File: config.mk
export PLATFORM = sky130hd
export DESIGN_NAME = weight_fetch_dma
export DESIGN_NICKNAME = d
export VERILOG_FILES = /design/src/rtl/tpu_pkg.sv /design/src/rtl/credit_counter.sv /design/src/rtl/weight_fetch_dma.sv
export SDC_FILE = /design/constraint.sdc
export NUM_CORES = 1
export LEC_CHECK = 0
export CAP_MARGIN = 20
export CORE_MARGIN = 3
export CORE_UTILIZATION = 51
export DETAILED_ROUTE_END_ITERATION = 16
export DONT_BUFFER_PORTS = 1
export PLACE_DENSITY = 0.7
export RECOVER_POWER = 25
export SLEW_MARGIN = 5
export SYNTH_ARGS = -nofsm -noshare
export SYNTH_HDL_FRONTEND = slang
export SYNTH_SLANG_ARGS = --single-unit
export TNS_END_PERCENT = 100
File: constraint.sdc
create_clock -name clk -period 3.8 [get_ports clk]
set_input_delay 0.95 -clock clk [delete_from_list [all_inputs] [get_ports clk]]
set_output_delay 0.95 -clock clk [all_outputs]
set_load 0.01 [all_outputs]
File: src/rtl/tpu_pkg.sv
// Shared TPU definitions: weight-path widths and the weight-fetch DMA state type.
package tpu_pkg;

    localparam int unsigned WT_ROW_BITS  = 64;
    localparam int unsigned WT_ADDR_BITS = 24;

    typedef enum logic [1:0] {
        IDLE  = 2'd0,
        FETCH = 2'd1,
        DRAIN = 2'd2,
        DONE  = 2'd3
    } wdma_state_t;

endpackage

File: src/rtl/credit_counter.sv
// Up/down counter with a reset value, saturating at 0 and MAX_VAL.
// A simultaneous inc and dec leaves the count unchanged.
module credit_counter #(
    parameter int unsigned WIDTH    = 4,
    parameter int unsigned INIT_VAL = 0,
    parameter int unsigned MAX_VAL  = 8
) (
    input  logic             clk,
    input  logic             rst_n,
    input  logic             i_inc,
    input  logic             i_dec,
    output logic [WIDTH-1:0] o_count
);

    localparam logic [WIDTH-1:0] LP_INIT = WIDTH'(INIT_VAL);
    localparam logic [WIDTH-1:0] LP_MAX  = WIDTH'(MAX_VAL);
    localparam logic [WIDTH-1:0] LP_ONE  = WIDTH'(1);

    logic [WIDTH-1:0] r_count;
    logic [WIDTH-1:0] w_count_nxt;

    always_comb begin
        w_count_nxt = r_count;
        if (i_inc && !i_dec && (r_count != LP_MAX)) begin
            w_count_nxt = r_count + LP_ONE;
        end else if (i_dec && !i_inc && (r_count != '0)) begin
            w_count_nxt = r_count - LP_ONE;
        end
    end

    always_ff @(posedge clk or negedge rst_n) begin
        if (!rst_n) begin
            r_count <= LP_INIT;
        end else begin
            r_count <= w_count_nxt;
        end
    end

    assign o_count = r_count;

endmodule

File: src/rtl/weight_fetch_dma.sv
// Weight-fetch DMA: streams num_tiles*TILE_ROWS rows from DRAM into the weight FIFO,
// gated by FIFO credits and a cap on outstanding DRAM reads.
module weight_fetch_dma
    import tpu_pkg::*;
#(
    parameter int unsigned TILE_ROWS       = 3,
    parameter int unsigned FIFO_DEPTH      = 8,
    parameter int unsigned MAX_OUTSTANDING = 4,
    parameter int unsigned ADDR_STRIDE     = 8
) (
    input  logic                    clk,
    input  logic                    rst_n,
    input  logic                    start,
    input  logic [WT_ADDR_BITS-1:0] base_addr,
    input  logic [7:0]              num_tiles,
    output logic                    mem_rd_en,
    output logic [WT_ADDR_BITS-1:0] mem_addr,
    input  logic                    mem_ready,
    input  logic                    mem_rd_valid,
    input  logic [WT_ROW_BITS-1:0]  mem_rd_data,
    output logic                    wt_fifo_wr,
    output logic [WT_ROW_BITS-1:0]  wt_fifo_data,
    input  logic                    fifo_pop,
    output logic                    busy,
    output logic                    done,
    output logic [9:0]              rows_pushed
);

    localparam int unsigned CRED_W = $clog2(FIFO_DEPTH + 1);
    localparam int unsigned OUT_W  = $clog2(MAX_OUTSTANDING + 1);

    localparam logic [OUT_W-1:0]        LP_MAX_OUT = OUT_W'(MAX_OUTSTANDING);
    localparam logic [WT_ADDR_BITS-1:0] LP_STRIDE  = WT_ADDR_BITS'(ADDR_STRIDE);

    wdma_state_t              r_state;
    wdma_state_t              w_state_nxt;
    logic [WT_ADDR_BITS-1:0]  r_addr;
    logic [9:0]               r_rows_to_issue;
    logic [9:0]               r_rows_to_recv;
    logic [9:0]               r_rows_pushed;
    logic                     r_wr;
    logic [WT_ROW_BITS-1:0]   r_data;
    logic                     r_done;

    logic [CRED_W-1:0]        w_credits;
    logic [OUT_W-1:0]         w_outstanding;
    logic [9:0]               w_total_rows;
    logic                     w_start_ok;
    logic                     w_accept;
    logic                     w_ret;

    assign w_total_rows = 10'(num_tiles) * 10'(TILE_ROWS);
    assign w_start_ok   = (r_state == IDLE) && start;

    assign mem_rd_en = (r_state == FETCH) && (r_rows_to_issue != '0) && (w_credits != '0)
                       && (w_outstanding < LP_MAX_OUT);
    assign w_accept  = mem_rd_en && mem_ready;

    // Returns outside an active job, or with nothing in flight, are stale and dropped.
    assign w_ret = mem_rd_valid && ((r_state == FETCH) || (r_state == DRAIN))
                   && (w_outstanding != '0);

    credit_counter #(
        .WIDTH    (CRED_W),
        .INIT_VAL (FIFO_DEPTH),
        .MAX_VAL  (FIFO_DEPTH)
    ) u_credits (
        .clk     (clk),
        .rst_n   (rst_n),
        .i_inc   (fifo_pop),
        .i_dec   (w_accept),
        .o_count (w_credits)
    );

    credit_counter #(
        .WIDTH    (OUT_W),
        .INIT_VAL (0),
        .MAX_VAL  (MAX_OUTSTANDING)
    ) u_outstanding (
        .clk     (clk),
        .rst_n   (rst_n),
        .i_inc   (w_accept),
        .i_dec   (w_ret),
        .o_count (w_outstanding)
    );

    always_comb begin
        w_state_nxt = r_state;
        unique case (r_state)
            IDLE: begin
                if (start) begin
                    w_state_nxt = (w_total_rows != '0) ? FETCH : DONE;
                end
            end
            FETCH: begin
                if (w_accept && (r_rows_to_issue == 10'd1)) begin
                    w_state_nxt = DRAIN;
                end
            end
            DRAIN: begin
                if (r_rows_to_recv == '0) begin
                    w_state_nxt = DONE;
                end
            end
            DONE:    w_state_nxt = IDLE;
            default: w_state_nxt = IDLE;
        endcase
    end

    always_ff @(posedge clk or negedge rst_n) begin
        if (!rst_n) begin
            r_state         <= IDLE;
            r_addr          <= '0;
            r_rows_to_issue <= '0;
            r_rows_to_recv  <= '0;
            r_rows_pushed   <= '0;
            r_wr            <= 1'b0;
            r_data          <= '0;
            r_done          <= 1'b0;
        end else begin
            r_state <= w_state_nxt;
            r_done  <= (r_state == DONE);
            r_wr    <= w_ret;
            if (w_start_ok) begin
                r_addr          <= base_addr;
                r_rows_to_issue <= w_total_rows;
                r_rows_to_recv  <= w_total_rows;
                r_rows_pushed   <= '0;
            end
            if (w_accept) begin
                r_addr          <= r_addr + LP_STRIDE;
                r_rows_to_issue <= r_rows_to_issue - 10'd1;
            end
            if (w_ret) begin
                r_data         <= mem_rd_data;
                r_rows_to_recv <= r_rows_to_recv - 10'd1;
                r_rows_pushed  <= r_rows_pushed + 10'd1;
            end
        end
    end

    assign mem_addr     = r_addr;
    assign wt_fifo_wr   = r_wr;
    assign wt_fifo_data = r_data;
    assign done         = r_done;
    assign rows_pushed  = r_rows_pushed;
    assign busy         = (r_state != IDLE) && (r_state != DONE);

endmodule

---- Word level (Yosys, flattened, before mapping) ----
Index checks and enable logic that the tools add are counted.
storage, ports and cells
  input bits .............................. 102
  output and inout bits ................... 102
  register bits ........................... 129
operators by class
  order comparisons ....................... 1
  equal/unequal tests ..................... 10
  multiplexer cells ....................... 16
  reduce and logical (&&, ||, !) cells .... 33
  add/sub/neg operators ................... 8
  multiply operators ...................... 1
operators with widths
  kind                                                  number
  2-to-1 mux 10 bit                                     5
  2-to-1 mux 24 bit                                     2
  adder 24 x 4 -> 24 bit, second input constant         1
  nonzero test 10 bit                                   2
  subtractor 10 x 1 -> 10 bit, second input constant    2
  logical AND 1 bit                                     17
  adder 10 x 1 -> 10 bit, second input constant         1
  equality test 10 x 1 -> 1 bit, second input constant  1
  zero test 10 bit                                      1
  multiplier 8 x 2 -> 10 bit, second input constant     1
  nonzero test 2 bit                                    5
  2-to-1 mux 2 bit                                      4
  2-to-1 mux 4 bit                                      2
  case mux 2 bit (4 select lines)                       1
  2-to-1 mux 3 bit                                      2
  adder 4 x 1 -> 4 bit, second input constant           1
  equality test 2 bit, second input constant            2
  != test 2 x 1 -> 1 bit, second input constant         2
  != test 2 bit, second input constant                  2
  != test 4 bit, second input constant                  1
  nonzero test 4 bit                                    1
  subtractor 4 x 1 -> 4 bit, second input constant      1
  adder 3 x 1 -> 3 bit, second input constant           1
  zero test 1 bit                                       3
  8 further kinds                                       8

---- Logic depth before layout (Yosys ltp) ----
Gate-level depths: netlist of run 1.
  depth after elaboration ................. 10
  mapped depth ............................ 14

---- Hierarchy ----
From an unflattened synthesis of run 1, not the netlist that was laid out.
unflattened totals
  cells, all modules ...................... 736
  area, all modules ....................... 6561.3 um2
by module, submodules not included
  module                           cells an instance  seq. area each (um2)  area each (um2)  instances
  weight_fetch_dma                 690                3052.9                6037.0           1
  credit_counter at u_credits      26                 101.3                 314.1            1
  credit_counter at u_outstanding  20                 75.1                  210.2            1

---- Least setup slack after synthesis of run 1 ----
OpenSTA, ideal clock, no wires.
  path kind ............................... reg2reg
  start ................................... reg r_rows_to_issue[0]
  end ..................................... reg u_credits.r_count[3] (netlist: u_credits.o_count[3])
  data required time ...................... 3.705 ns
  library setup time ...................... 0.095 ns
  buffers on the path ..................... 2
  setup slack ............................. 0.952 ns
  data arrival time ....................... 2.753 ns
  stages on the path, launching flop included .. 14
  path through ............................ dfrtp_1 inv_1 ha_1 or3b_1 nor3_4 or2_2 buf_2 buf_4 nand3_1 ha_1 a21o_1 a21o_1 o311ai_0 o21ai_0
on the way
  word-level cells in the longest chain between the ends .. 9
  elaborated cells on any way between the ends .. 12
  classes of those cells .................. 1 x mux; 11 x reduce/logical
RTL lines
  item                                                    line                     source
  start, declared                                         weight_fetch_dma.sv:38   logic [9:0] r_rows_to_issue;
  start signal, assigned                                  weight_fetch_dma.sv:126  r_rows_to_issue <= w_total_rows;
  start signal, assigned                                  weight_fetch_dma.sv:132  r_rows_to_issue <= r_rows_to_issue - 10'd1;
  nonzero test 10 bit (*)                                 weight_fetch_dma.sv:55   assign mem_rd_en = (r_state == FETCH) && (r_rows_to_issue != '0) && (w_credits != '0)
  logical AND 1 bit (*) (2 in series)                     weight_fetch_dma.sv:55
  logical AND 1 bit (*)                                   weight_fetch_dma.sv:56   && (w_outstanding < LP_MAX_OUT);
  logical AND 1 bit (*)                                   weight_fetch_dma.sv:57   assign w_accept = mem_rd_en && mem_ready;
  zero test 1 bit                                         credit_counter.sv:24     if (i_inc && !i_dec && (r_count != LP_MAX)) begin
  logical AND 1 bit (2 in series)                         credit_counter.sv:24
  2-to-1 mux 4 bit or nonzero test 2 bit (tied branches)  -
  end signal, assigned                                    credit_counter.sv:35     r_count <= w_count_nxt;
  end, declared                                           credit_counter.sv:19     logic [WIDTH-1:0] r_count;
Every way passes the cells marked *; elsewhere a longest branch is shown, timed or not.
A chain may end at the register's enable or synchronous reset.

---- Worst setup path after layout of run 1 ----
Ends and elaborated chain as after synthesis.

==> out/metrics.yaml, run 1 <==
synthesis:
  yosysUniqueCellTypes: 59
  synth_nets: 858
  synth_cells: 731
  ys_seq_area_frac: 0.501
  dominantRegCellSynth: "dfrtp_1"
  synth_edf_count: 0
  synth.avg_cell_area_um2: 8.81
  synthArstFlopShare: 1.00
  ys.warnings.count: 0
  synth_area_um2: 6440
  ys_ff_latch: 129
  synth_top_area_share: 0.497
  synth.largest_area_cell: "dfrtp_1"
  synthTopCellsByArea: "dfrtp_1, nand2_1, ha_1"
setup_path:
  crit_required_ns: 4.12
  r2r-start: "r_rows_to_issue[0]"
  crit_fanout: 10
  start_kind: "register"
  reg2reg_to: "u_credits.o_count[3]"
  reg2regPathDepth: 11
  crit_path_end_kind: "register"
  arrival_ns: 3.35
  rrSetupSlack_ns: 0.77
  path_class: "register to register"
floorplan:
  core_um2: 12200
  die_area_um2: 14000
  die_w_um: 118
  rows: 40
  initial_utilization: 0.530
  io_pins: 204
  fp.dieH_um: 118
route:
  wl_per_cell_um: 17.4
  viasPerCell: 5.84
  drt-pass1-iter-count: 5
  drc_errors: 0
  first_iter_violations: 386
  wl_mm: 15.7
  vias: 5272
  antenna_left: 0
timing:
  fmax_ghz: 0.330
  setup_viol: 0
  slew_violations: 0
  skew_ns: 0.00830
  finalHoldViolCount: 0
  finalCriticalPeriod_ns: 3.03
  rsz0062_at_grt: "false"
  fin_setup_tns_ns: 0
  worst_slack_ns: 0.770
  worst_pin_slew_ns: 0.892
  max-slew-margin-rel: 0.405
  post-route-period-util: 0.797
clocking:
  cts_sinks: 129
  htree_levels: 4
  post_cts_resized: 0
  clk_latency_ns: 0.41
  cts_buffers: 17
  post_cts_buffers: 0
  clk_pin_slew_worst_paths_ns: 0.06
  clockBufferDepth: 2
  cts_tree: "done"
  cts_hold_buffers: 0
  cts_root_buf: "clkbuf_16"
final_layout:
  drive_gt1_frac: 0.0708
  layout_common_cells: "nand2_1, dfrtp_1, o21ai_0"
  nFillCells: 1070
  final_nets: 848
  stdcell_count: 902
  syn2layout_area_growth_pct: 11.0
  diodes: 0
  stdcell_area_um2: 7150
  final_common_cell: "nand2_1"
pwr:
  p_sw_frac: 0.412
  leakagePower_nw: 3.34
  power_frac_comb: 0.312
  p_seq_frac: 0.435
  p_switching_w: 0.00267
  clkPwrFrac: 0.252
  p_int_w: 0.00382
  power_density_nw_per_um2: 908
  vdd_drop_max_mv: 0.388
place:
  pre_cts_slack_ns: 0.792
  hpwl_mm: 11.0
  place_area_um2: 6550
  port_buffers: 0
  place.gp.congestion: 0.843
  dpl.cell_count: 870
global_route:
  use_met3: 0.0670
  grt_pass1_wl_mm: 26.0
  use_met1: 0.284
  grt.busiest_layer: "met2"
  grt_start_max_net_pins: 130
  grt_overflow: 0
  first_global_vias: 5217
  antenna_found_initial: 0
  grtUsageTotal: 0.226
  met2_usage: 0.371
flow_run:
  drv_cap: 0
min_path:
  hold_class: "primary input to asynchronous set/reset pin"
status:
  status: "completed"
[power groups by stage]
stage / clock [W] / combinational (W) / sequential (W)
final: 0.00164 / 0.00203 / 0.00283
after global routing: 0.00173 / 0.00237 / 0.00291
after CTS: 0.00167 / 0.00205 / 0.00283
after floorplan: 0 / 0.00165 / 0.00266
after detailed placement: 0 / 0.00203 / 0.00284
after global placement: 0 / 0.00193 / 0.00282
[cell usage after synthesis (3+ instances only)]
cell / instances
o21ai_0: 44
nand3_1: 24
nor2_1: 39
a311oi_1: 5
a31oi_1: 5
a211oi_1: 10
a221o_1: 3
o311ai_0: 7
dfrtp_1: 128
nor3_1: 12
buf_2: 11
a21oi_1: 28
buf_1: 4
or2_2: 3
clkbuf_1: 18
fa_1: 3
ha_1: 22
a211o_1: 6
nand4b_1: 3
or4_1: 3
xnor2_1: 4
o211ai_1: 10
and2_1: 3
xor2_1: 8
or3_1: 3
inv_1: 22
nand2_1: 241
nand2b_1: 4
nand4_1: 5
and3_1: 9
[registers in the layout (all words and copies together), names as in the netlist]
signal                 cells
wt_fifo_data              64
mem_addr                  24
r_rows_to_issue           10
r_rows_to_recv            10
rows_pushed               10
u_credits.o_count          4
u_outstanding.o_count      3
r_state                    2
done                       1
wt_fifo_wr                 1
[critical path, cell delays in order, from the launching register on]
cell and delay (ns):
dfrtp_1 0.43, inv_1 0.08, ha_1 0.18, or3b_1 0.43, nor3_4 0.22, or2_2 0.27
nand3_1 0.20, ha_1 0.34, a21o_1 0.18, a21o_1 0.21, o311ai_0 0.26, o21ai_0 0.14
[stage by stage]
stage | util | hold slack [ns] | total power, W
CTS | 0.588 | 0.219 | 0.00655
global route | 0.588 | 0.214 | 0.00700
finish | 0.588 | 0.238 | 0.00649
floorplan | - | 0.450 | 0.00431
detailed placement | 0.538 | 0.490 | 0.00488
global placement | 0.538 | 0.492 | 0.00475
[cell families after synthesis]
family | after synthesis | synth area share
xor gates and xnor gates | 12 | 0.0163
adders and majority gates | 25 | 0.0521
AOI/OAI and AO/OA | 141 | 0.142
buffers and inverters | 58 | 0.0383
muxes | 2 | 0.00311
and+or+nand+nor | 364 | 0.247
DFF | 129 | 0.501
[how the worst max path moves through the flow]
stage	startpoint	end	slack (ns)	cells past startpoint
after detailed placement	r_rows_to_issue[0]	u_credits.o_count[3]	0.79	11
after global placement	num_tiles[0]	r_state[1]	0.89	8
after floorplan	r_rows_to_issue[0]	u_credits.o_count[3]	0.95	13
after CTS	r_rows_to_issue[0]	u_credits.o_count[3]	0.76	11
final	r_rows_to_issue[0]	u_credits.o_count[3]	0.77	11
after global routing	r_rows_to_issue[0]	u_credits.o_count[3]	0.40	12
[per-layer routing]
metal	wire [um]	part of all wire	up-vias
li1	-	-	2491
met1	6310	0.40	2538
met2	7730	0.49	217
met3	1300	0.083	26
met4	331	0.021	0
met5	0	0	-
[final cells by class]
| type | instances | area [um^2] | area share |
|---|---|---|---|
| Clock inverter | 14 | 163 | 0.0228 |
| Multi-Input combinational cell | 544 | 2970 | 0.416 |
| Clock buffer | 18 | 439 | 0.0614 |
| Timing Repair Buffer | 7 | 52.6 | 0.00735 |
| Inverter | 22 | 82.6 | 0.0116 |
| Tap cell | 168 | 210 | 0.0294 |
| Sequential cell | 129 | 3230 | 0.452 |
(Power assumes the default switching activity.)
==> run 2, diff against run 1 <==
--- a/config.mk
+++ b/config.mk
@@ -10,7 +10,7 @@
 export CORE_UTILIZATION = 51
 export DETAILED_ROUTE_END_ITERATION = 16
 export DONT_BUFFER_PORTS = 1
-export PLACE_DENSITY = 0.7
+export PLACE_DENSITY = 0.73
 export RECOVER_POWER = 25
 export SLEW_MARGIN = 5
 export SYNTH_ARGS = -nofsm -noshare
==> constraint.sdc (replaced) <==
create_clock -name clk -period 2.5 [get_ports clk]
set_input_delay 0.625 -clock clk [delete_from_list [all_inputs] [get_ports clk]]
set_output_delay 0.625 -clock clk [all_outputs]
set_load 0.01 [all_outputs]
==> run 2 against run 1 <==
The run now ends with hold timing left. Clock power grew 65%. Worst hold slack lost 0.34 ns. Cell area grew 6.0%. Count of clock-buffer cells in the layout is the same. Register-to-register slack lost 0.75 ns. Die area is the same. Largest cell class unchanged.
==> out/metrics.yaml, run 2 (same netlist as run 1, synthesis figures left out) <==
place:
  place_area_um2: 6790  # was 6550 um^2
  port_buffers: 0  # unchanged
  hpwl_mm: 11.3  # was 11.0 mm
  place.gp.congestion: 0.872  # was 0.843
setup_path:
  arrival_ns: 1.87  # was 3.35 ns
  path_class: "register to primary output"  # was register to register
  start_kind: "register"  # unchanged
  crit_path_end_kind: "primary output"  # was register
  crit_fanout: 2  # was 10
  crit_required_ns: 1.88  # was 4.12 ns
clocking:
  clockBufferDepth: 2  # unchanged
  clk_pin_slew_worst_paths_ns: 0.06  # about the same
  cts_sinks: 129  # unchanged
  cts_buffers: 17  # unchanged
  clk_latency_ns: 0.42  # was 0.41 ns
  cts_tree: "done"  # unchanged
  cts_root_buf: "clkbuf_16"  # unchanged
  htree_levels: 4  # unchanged
status:
  failed_checks: "hold timing"
  status: "finished with violations"  # was completed
floorplan:
  die_w_um: 118  # unchanged
  die_area_um2: 14000  # unchanged
  io_pins: 204  # unchanged
  core_um2: 12200  # unchanged
  initial_utilization: 0.530  # unchanged
  rows: 40  # unchanged
  fp.dieH_um: 118  # unchanged
final_layout:
  largest_register_ffs: 64  # unchanged
  multi_input_area_um2: 3060  # was 2970 um^2
  drive_gt1_frac: 0.129  # was 0.0708
  syn2layout_area_growth_pct: 17.7  # was 11.0%
  register_area_um2: 3230  # unchanged
  final_common_cell: "nand2_1"  # unchanged
  stdcell_area_um2: 7580  # was 7150 um^2
  nFillCells: 1012  # was 1070
  diodes: 0  # unchanged
  layout_common_cells: "nand2_1, dfrtp_1, o21ai_0"  # unchanged
  final_nets: 882  # was 848
global_route:
  antenna_found_initial: 0  # unchanged
  grt_start_max_net_pins: 130  # unchanged
  grt_overflow: 0  # unchanged
  grt_pass1_wl_mm: 26.7  # was 26.0 mm
  first_global_vias: 5328  # was 5217
  grtUsageTotal: 0.233  # was 0.226
pwr:
  power_density_nw_per_um2: 1390  # was 908 nW/um^2
  vdd_drop_max_mv: 0.638  # was 0.388 mV
  leakagePower_nw: 3.56  # was 3.34 nW
  finalPower_w: 0.0106  # was 0.00649 W
route:
  wl_per_cell_um: 17.4  # about the same
  drt-pass1-iter-count: 6  # was 5
  viasPerCell: 5.83  # was 5.84
  antenna_left: 0  # unchanged
  drc_errors: 0  # unchanged
  first_iter_violations: 534  # was 386
  vias: 5448  # was 5272
  wl_mm: 16.2  # was 15.7 mm
timing:
  skew_ns: 0.0151  # was 0.00830 ns
  finalHoldViolCount: 128  # was 0
  post-route-period-util: 0.998
  max-slew-margin-rel: 0.485  # was 0.405
  fmax_ghz: 0.401
  worst_pin_slew_ns: 0.767  # was 0.892 ns
  rsz0062_at_grt: "true"  # was false
  finalCriticalPeriod_ns: 2.50
  whs_ns: -0.0987  # was 0.238 ns
  slew_violations: 0  # unchanged
  setup_viol: 0  # unchanged
min_path:
  hold_class: "primary input to asynchronous set/reset pin"  # unchanged
flow_run:
  drv_cap: 0  # unchanged
[run 2: changes by cell type in the layout (fill, tap and decap cells not counted), moves of 3 or more]
cell        before  now
buf_4            7   36
clkinv_4         1    5
buf_6            0    3
clkinv_2         5    2
clkinvlp_4       4    1
ha_1            22   19
[run 2: path summary, 6_finish.rpt]
kind	from	slack, ns	to	depth (start not counted)
worst max-delay path	r_rows_to_issue[1]	0.004	mem_rd_en	7
worst min-delay path	rst_n	-0.1	mem_addr[23]	0
worst max register to register	r_rows_to_issue[1]	0.02	u_credits.o_count[3]	12
worst min register to register	r_rows_to_issue[9]	0.51	r_rows_to_issue[9]	1
max in group asynchronous	rst_n	2.38	rows_pushed[6]	0
min in group clk	mem_rd_data[55]	0.31	wt_fifo_data[55]	2
[run 2: worst max-delay path: stages, from the launching register on]
cell and delay [ns]:
dfrtp_1 0.38, inv_2 0.08, ha_4 0.13, or3b_4 0.39
nor3_4 0.15, buf_6 0.13, nor4bb_2 0.03, buf_4 0.15
[run 2: what timing repair did]
action,4_1_cts,5_1_grt
cloned,0,0
endpoints found under the setup margin,3,15
hold endpoints to repair,128,128
gates resized for setup,5,11
pin swaps,3,1
setup buffers,8,2
[run 2: report_power, final]
group          switching [W]  total [W]  leakage, nW  internal [W]
Sequential           0.00119    0.00426         1.57       0.00306
Combinational        0.00210    0.00360         1.67       0.00149
Clock               0.000923    0.00271        0.316       0.00179
[run 2: final cells by class]
| type | instances | share of cell area |
|---|---|---|
| clock buffer | 18 | 0.0579 |
| clock inverter | 13 | 0.0279 |
| inverter | 22 | 0.0109 |
| multi-input combinational | 544 | 0.404 |
| sequential | 129 | 0.426 |
| tap | 168 | 0.0277 |
| timing repair buffer | 41 | 0.0454 |
[run 2: stage by stage]
stage                     setup slack [ns]  hold WS [ns]   util  std cells  setup TNS [ns]
after floorplan                     -0.240         0.329      -        731          -0.641
after global placement             -0.0139         0.333  0.558        894         -0.0139
after detailed placement           -0.0983         0.332  0.558        894          -0.167
after CTS                         -0.00368        -0.113  0.618        933        -0.00630
after global routing                -0.101        -0.118  0.623        935          -0.215
final                              0.00413       -0.0987  0.623        935               0
[run 2: per-layer routing]
metal	global-route usage	vias up	wire length, um
met5	0	-	0
met4	0.0920	0	337
met3	0.0589	28	1060
met2	0.386	207	8110
met1	0.295	2652	6720
li1	-	2561	-
